### src/rtl/dmem_responder_pkg.sv
// Shared encodings and defaults for the data-memory responder.
// The FSM state type and the load/store control encoding live here.
package dmem_responder_pkg;

    typedef enum logic [1:0] {
        IDLE = 2'd0,
        WAIT = 2'd1,
        RESP = 2'd2
    } stateT;

    localparam logic MEM_LOAD  = 1'b0;
    localparam logic MEM_STORE = 1'b1;

    localparam int DEF_LATENCY = 2;
    localparam int DEF_AW      = 5;
    localparam int CNT_W       = 3;

    function automatic logic isMisaligned(input logic [31:0] addr);
        return addr[1:0] != 2'b00;
    endfunction

endpackage

### src/rtl/dmem_array.sv
// Word-addressed storage with synchronous write, registered read port and
// asynchronous clear of every word and of the read register.
module dmem_array
    import dmem_responder_pkg::*;
#(
    parameter int AW = DEF_AW
) (
    input  logic          clock,
    input  logic          reset,
    input  logic          wrEn,
    input  logic          rdEn,
    input  logic          rdClr,
    input  logic [AW-1:0] index,
    input  logic [31:0]   wdata,
    output logic [31:0]   rdata
);

    localparam int DEPTH = 1 << AW;

    logic [31:0] mem [DEPTH];

    always_ff @(posedge clock or negedge reset) begin
        if (!reset) begin
            for (int i = 0; i < DEPTH; i++) begin
                mem[i] <= '0;
            end
            rdata <= '0;
        end else begin
            if (wrEn) begin
                mem[index] <= wdata;
            end
            // rdata only changes on a capture edge, otherwise it holds
            if (rdEn) begin
                rdata <= mem[index];
            end else if (rdClr) begin
                rdata <= '0;
            end
        end
    end

endmodule

### src/rtl/dmem_responder.sv
// MEM-stage data-memory responder: accepts one load/store, waits LATENCY
// cycles, then issues a one-cycle response.
//
// state | meaning
// IDLE  | ready; a valid request is accepted on the next edge
// WAIT  | access in flight; cntQ counts remaining wait cycles down to 0
// RESP  | resp_valid high for one cycle, then back to IDLE
module dmem_responder
    import dmem_responder_pkg::*;
#(
    parameter int LATENCY = DEF_LATENCY,
    parameter int AW      = DEF_AW
) (
    input  logic        clock,
    input  logic        reset,
    input  logic        req_valid,
    input  logic        req_write,
    input  logic [31:0] req_addr,
    input  logic [31:0] req_wdata,
    output logic        req_ready,
    output logic        resp_valid,
    output logic [31:0] resp_rdata,
    output logic        resp_err,
    output logic        stall,
    output logic [15:0] acc_count
);

    stateT             stateQ, stateD;
    logic [CNT_W-1:0]  cntQ, cntD;
    logic [31:0]       addrQ, wdataQ;
    logic              writeQ, errQ;
    logic [15:0]       accCount;

    logic              accept, fire;
    logic [31:0]       curAddr, curWdata;
    logic              curWrite, curMis;

    assign accept = req_valid && (stateQ == IDLE);

    // With LATENCY==1 the commit edge is the accept edge, so use live inputs
    assign curAddr  = (stateQ == IDLE) ? req_addr  : addrQ;
    assign curWdata = (stateQ == IDLE) ? req_wdata : wdataQ;
    assign curWrite = (stateQ == IDLE) ? req_write : writeQ;
    assign curMis   = isMisaligned(curAddr);
    assign fire     = (stateD == RESP) && (stateQ != RESP);

    always_comb begin
        stateD = stateQ;
        cntD   = cntQ;
        unique case (stateQ)
            IDLE: begin
                if (accept) begin
                    if (LATENCY == 1) begin
                        stateD = RESP;
                    end else begin
                        stateD = WAIT;
                        cntD   = CNT_W'(LATENCY - 2);
                    end
                end
            end
            WAIT: begin
                if (cntQ == '0) begin
                    stateD = RESP;
                end else begin
                    cntD = cntQ - CNT_W'(1);
                end
            end
            RESP: stateD = IDLE;
            default: stateD = IDLE;
        endcase
    end

    always_ff @(posedge clock or negedge reset) begin
        if (!reset) begin
            stateQ   <= IDLE;
            cntQ     <= '0;
            addrQ    <= '0;
            wdataQ   <= '0;
            writeQ   <= MEM_LOAD;
            errQ     <= 1'b0;
            accCount <= '0;
        end else begin
            stateQ <= stateD;
            cntQ   <= cntD;
            if (accept) begin
                addrQ  <= req_addr;
                writeQ <= req_write;
                wdataQ <= req_wdata;
            end
            if (fire) begin
                errQ <= curMis;
            end
            if ((stateQ == RESP) && (accCount != 16'hFFFF)) begin
                accCount <= accCount + 16'd1;
            end
        end
    end

    dmem_array #(.AW(AW)) uArray (
        .clock (clock),
        .reset (reset),
        .wrEn  (fire && (curWrite == MEM_STORE) && !curMis),
        .rdEn  (fire && (curWrite == MEM_LOAD) && !curMis),
        .rdClr (fire && ((curWrite == MEM_STORE) || curMis)),
        .index (curAddr[AW+1:2]),
        .wdata (curWdata),
        .rdata (resp_rdata)
    );

    assign req_ready  = (stateQ == IDLE);
    assign resp_valid = (stateQ == RESP);
    assign resp_err   = resp_valid && errQ;
    assign stall      = req_valid && !resp_valid;
    assign acc_count  = accCount;

endmodule
### config.mk
export PLATFORM = sky130hd
export DESIGN_NAME = dmem_responder
export DESIGN_NICKNAME = d
export VERILOG_FILES = /design/src/rtl/dmem_responder_pkg.sv /design/src/rtl/dmem_array.sv /design/src/rtl/dmem_responder.sv
export SDC_FILE = /design/constraint.sdc
export NUM_CORES = 2
export LEC_CHECK = 0
export ABC_CLOCK_PERIOD_IN_PS = 3500
export CORE_UTILIZATION = 35
export DETAILED_ROUTE_END_ITERATION = 6
export PLACE_DENSITY = 0.5
export SETUP_SLACK_MARGIN = 0.4
export SLEW_MARGIN = 20
export SYNTH_ARGS = -nofsm -noshare
export SYNTH_HDL_FRONTEND = slang
export SYNTH_HIERARCHICAL = 1
export SYNTH_SLANG_ARGS = --single-unit
### constraint.sdc
create_clock -name clock -period 3.5 [get_ports clock]
set_clock_uncertainty 0.1 [all_clocks]
set_input_delay 0.525 -clock clock [delete_from_list [all_inputs] [get_ports clock]]
set_output_delay 0.525 -clock clock [all_outputs]
set_load 0.01 [all_outputs]
==> impl_metrics.yaml <==
status:
  outcome: "completed"
clock_network:
  htreeDepth: 3
  tritoncts: "done"
  cts.path.max_buffers: 3
  cts_inserted_buffers: 121
  path_clk_slew_ps: 60
  clk_latency_ps: 760
  cts_root_buf: "clkbuf_16"
  cts.sink_count: 1118
critical_path:
  r2r_start: "stateQ[1]"
  cp_max_fo: 22
  worst_setup_path_end_kind: "register"
  worst_path_largest_cell_delay_ps: 750
  cp.arrival_ps: 3620
  timing.critical_path.slowest_stage_cell: "or4b_2"
  worstRegToRegCells: 9
  cp_top_family: "simple AND/OR/NAND/NOR gates"
  start_kind: "register"
  crit_top_cell: "buf_12"
  r2r-end: "uArray/rdata[4]"
  cp_data_required_time_ps: 4060
  cp_num_buf_inv: 3
  path_class: "reg -> reg"
  rrSetupSlack_ps: 440
  crit_chain: "nor2_4 -> buf_12 -> mux2_4 -> or4b_2 -> buf_12 -> o22ai_1 -> nor4_1 -> buf_4 -> a31oi_1"
worst_hold_path:
  worstHoldStart: "req_wdata[21]"
  whs_endpoint: "wdataQ[21]"
  hold_path_depth: 2
  min-delay-path-class: "in -> reg"
power_and_ir_drop:
  power.internal_w: 0.0302
  power_frac_seq_pct: 37.2
  max-vdd-ir-drop_v: 0.000447
  p_clk_share_pct: 28.5
  power.switching_w: 0.0161
  powerDensity_nw_per_um2: 775
  p_comb_share_pct: 34.3
  power_w: 0.0463
  switching_share_pct: 34.8
  power.leakage_nw: 28.8
drt:
  routed_via_density: 5.41
  drc: 0
  postRouteAntennaNets: 0
  post_drt_wl_per_cell_um: 26.7
  drtIter0Drc: 2020
  drtPass1Iterations: 7
  vias: 30900
  wl_um: 153000
synth:
  async_reset_ff_share_pct: 100
  synth_largest_area_cell: "dfrtp_1"
  syn_avg_cell_area_um2: 14.0
  synth_ff_type: "dfrtp_1"
  ys_types: 51
  syn_nets: 3680
  synth.area.top_cells: "dfrtp_1, mux2_2, mux2i_1, o22ai_1, buf_2"
  ys_seq_area_share_pct: 55.3
  synth.most_common_cell: "dfrtp_1"
  ys_ff_latch: 1118
  synthCells: 3609
  synth-edff-count: 0
  synthesis.area_um2: 50600
  yosysTopAreaCellShare_pct: 55.3
  ys_warn_count: 6
  synth_common_cells: "dfrtp_1, mux2_2, mux2i_1"
cells_and_area:
  final_util_pct: 41.7
  syn_to_final_growth_pct: 18.3
  num-nets-final: 3791
  drive_gt1_share_pct: 41.0
placed_design:
  place_congestion: 0.753
  port-buffer-count: 94
  hpwlAfterDp_um: 92400
floorplanning:
  die_y_um: 382
  ios: 120
  core_area_um2: 143000
  initial_core_util_pct: 35.3
  die-area_um2: 146000
  row_count: 139
  dieWidth_um: 382
timing:
  max_slew.worst_pin.slew_ps: 722
  max_freq_mhz: 327
  finalSetupTns_ps: 0
  relSlewSlack_pct: 51.9
  hold_violations: 0
  slew_viol_final: 0
  layout_min_cycle_time_ps: 3060
  setup_violations: 0
  min_period_over_period_pct: 87.4
  rsz0062_at_grt: "no"
flow_run:
  cap_violations: 0
global_route:
  grt_pass1_wl_um: 225000
  grt.total_usage_pct: 20.9
  overflow: 0
  grt_antenna_before_repair: 4
  grt_max_degree: 96
  grt_pass1_vias: 31500
metal layers:
metal  up-vias  global-route usage [%]  wire [um]
met5         -                       0          0
met1     16700                    30.1      73800
li1      13600                       -          -
met3       169                    2.39       4570
met2       489                    33.3      71700
met4         0                    5.14       2880
layout make-up:
type                       count  area (um2)
fill                       13400       83700
tap                         1903        2380
timing repair buffer         327        3950
clock buffer                 184        3630
clock inverter                40         473
inverter                       5        18.8
antenna                        1        2.50
sequential                  1118       28000
multi-input combinational   2147       21400
layout by cell type, fill, tap and decap left out, drive strengths merged, types with 15 or more instances in the layout:
master,netlist,layout
a21oi,37,37
a31oi,35,35
buf,196,229
clkbuf,144,188
clkdlybuf4s50,0,93
clkinv,0,27
dfrtp,1118,1118
mux2,1103,1104
mux2i,514,514
nand2,19,19
nand3,15,15
nor2,20,20
nor4,65,65
o22ai,256,256
sequential cells by signal, indices dropped and copies added (netlist names):
register and count:
wdataQ 32, errQ 1, uArray/mem 1024, uArray/rdata 32
addrQ 7, stateQ 2, writeQ 1, acc_count 16
cntQ 3
worst max-delay path by stage:
stage,from,end,slack [ps],depth (start not counted)
floorplan,cntQ[0],uArray/mem[225],590,11
global placement,req_addr[4],uArray/mem[101],20,8
detailed placement,req_addr[4],uArray/mem[125],3,8
CTS,stateQ[0],req_ready,330,3
global route,cntQ[0],uArray/mem[230],390,12
finish,stateQ[1],uArray/rdata[4],440,9
cell families after synthesis:
family	synth area share (%)
compound gates	4.11
xor+xnor	0.173
fa+ha+maj	0.0742
buf+inv	3.29
flops	55.3
mux	34.7
simple gates	2.31
power by group through the flow:
stage	clock network (W)	registers [W]	logic (W)
6_report	0.0132	0.0172	0.0159
5_1_grt	0.0141	0.0176	0.0170
3_5_place_dp	0	0.0174	0.0157
3_3_place_gp	0	0.0174	0.0156
2_1_floorplan	0	0.0170	0.0102
4_1_cts	0.0135	0.0172	0.0158
stage by stage:
| stage | hold slack [ps] | std cells | setup WS [ps] | cell area [um2] |
|---|---|---|---|---|
| final | 284 | 5725 | 440 | 59800 |
| after global routing | 280 | 5724 | 385 | 59800 |
| after CTS | 231 | 5710 | 327 | 59500 |
| after detailed placement | 371 | 5480 | 2.72 | 55300 |
| after global placement | 364 | 5480 | 21.6 | 55300 |
| after floorplan | 129 | 3609 | 592 | 50600 |
repair_timing:
action                                  in CTS  in global routing
buffers inserted                             4                 10
gates resized for setup                     14                 21
pin swaps                                    3                  5
hold buffers                                 1                  0
endpoints found under the hold margin       28                  0
gates cloned                                 1                  4
endpoints found under the setup margin     328                477
(Power assumes the default switching activity.)
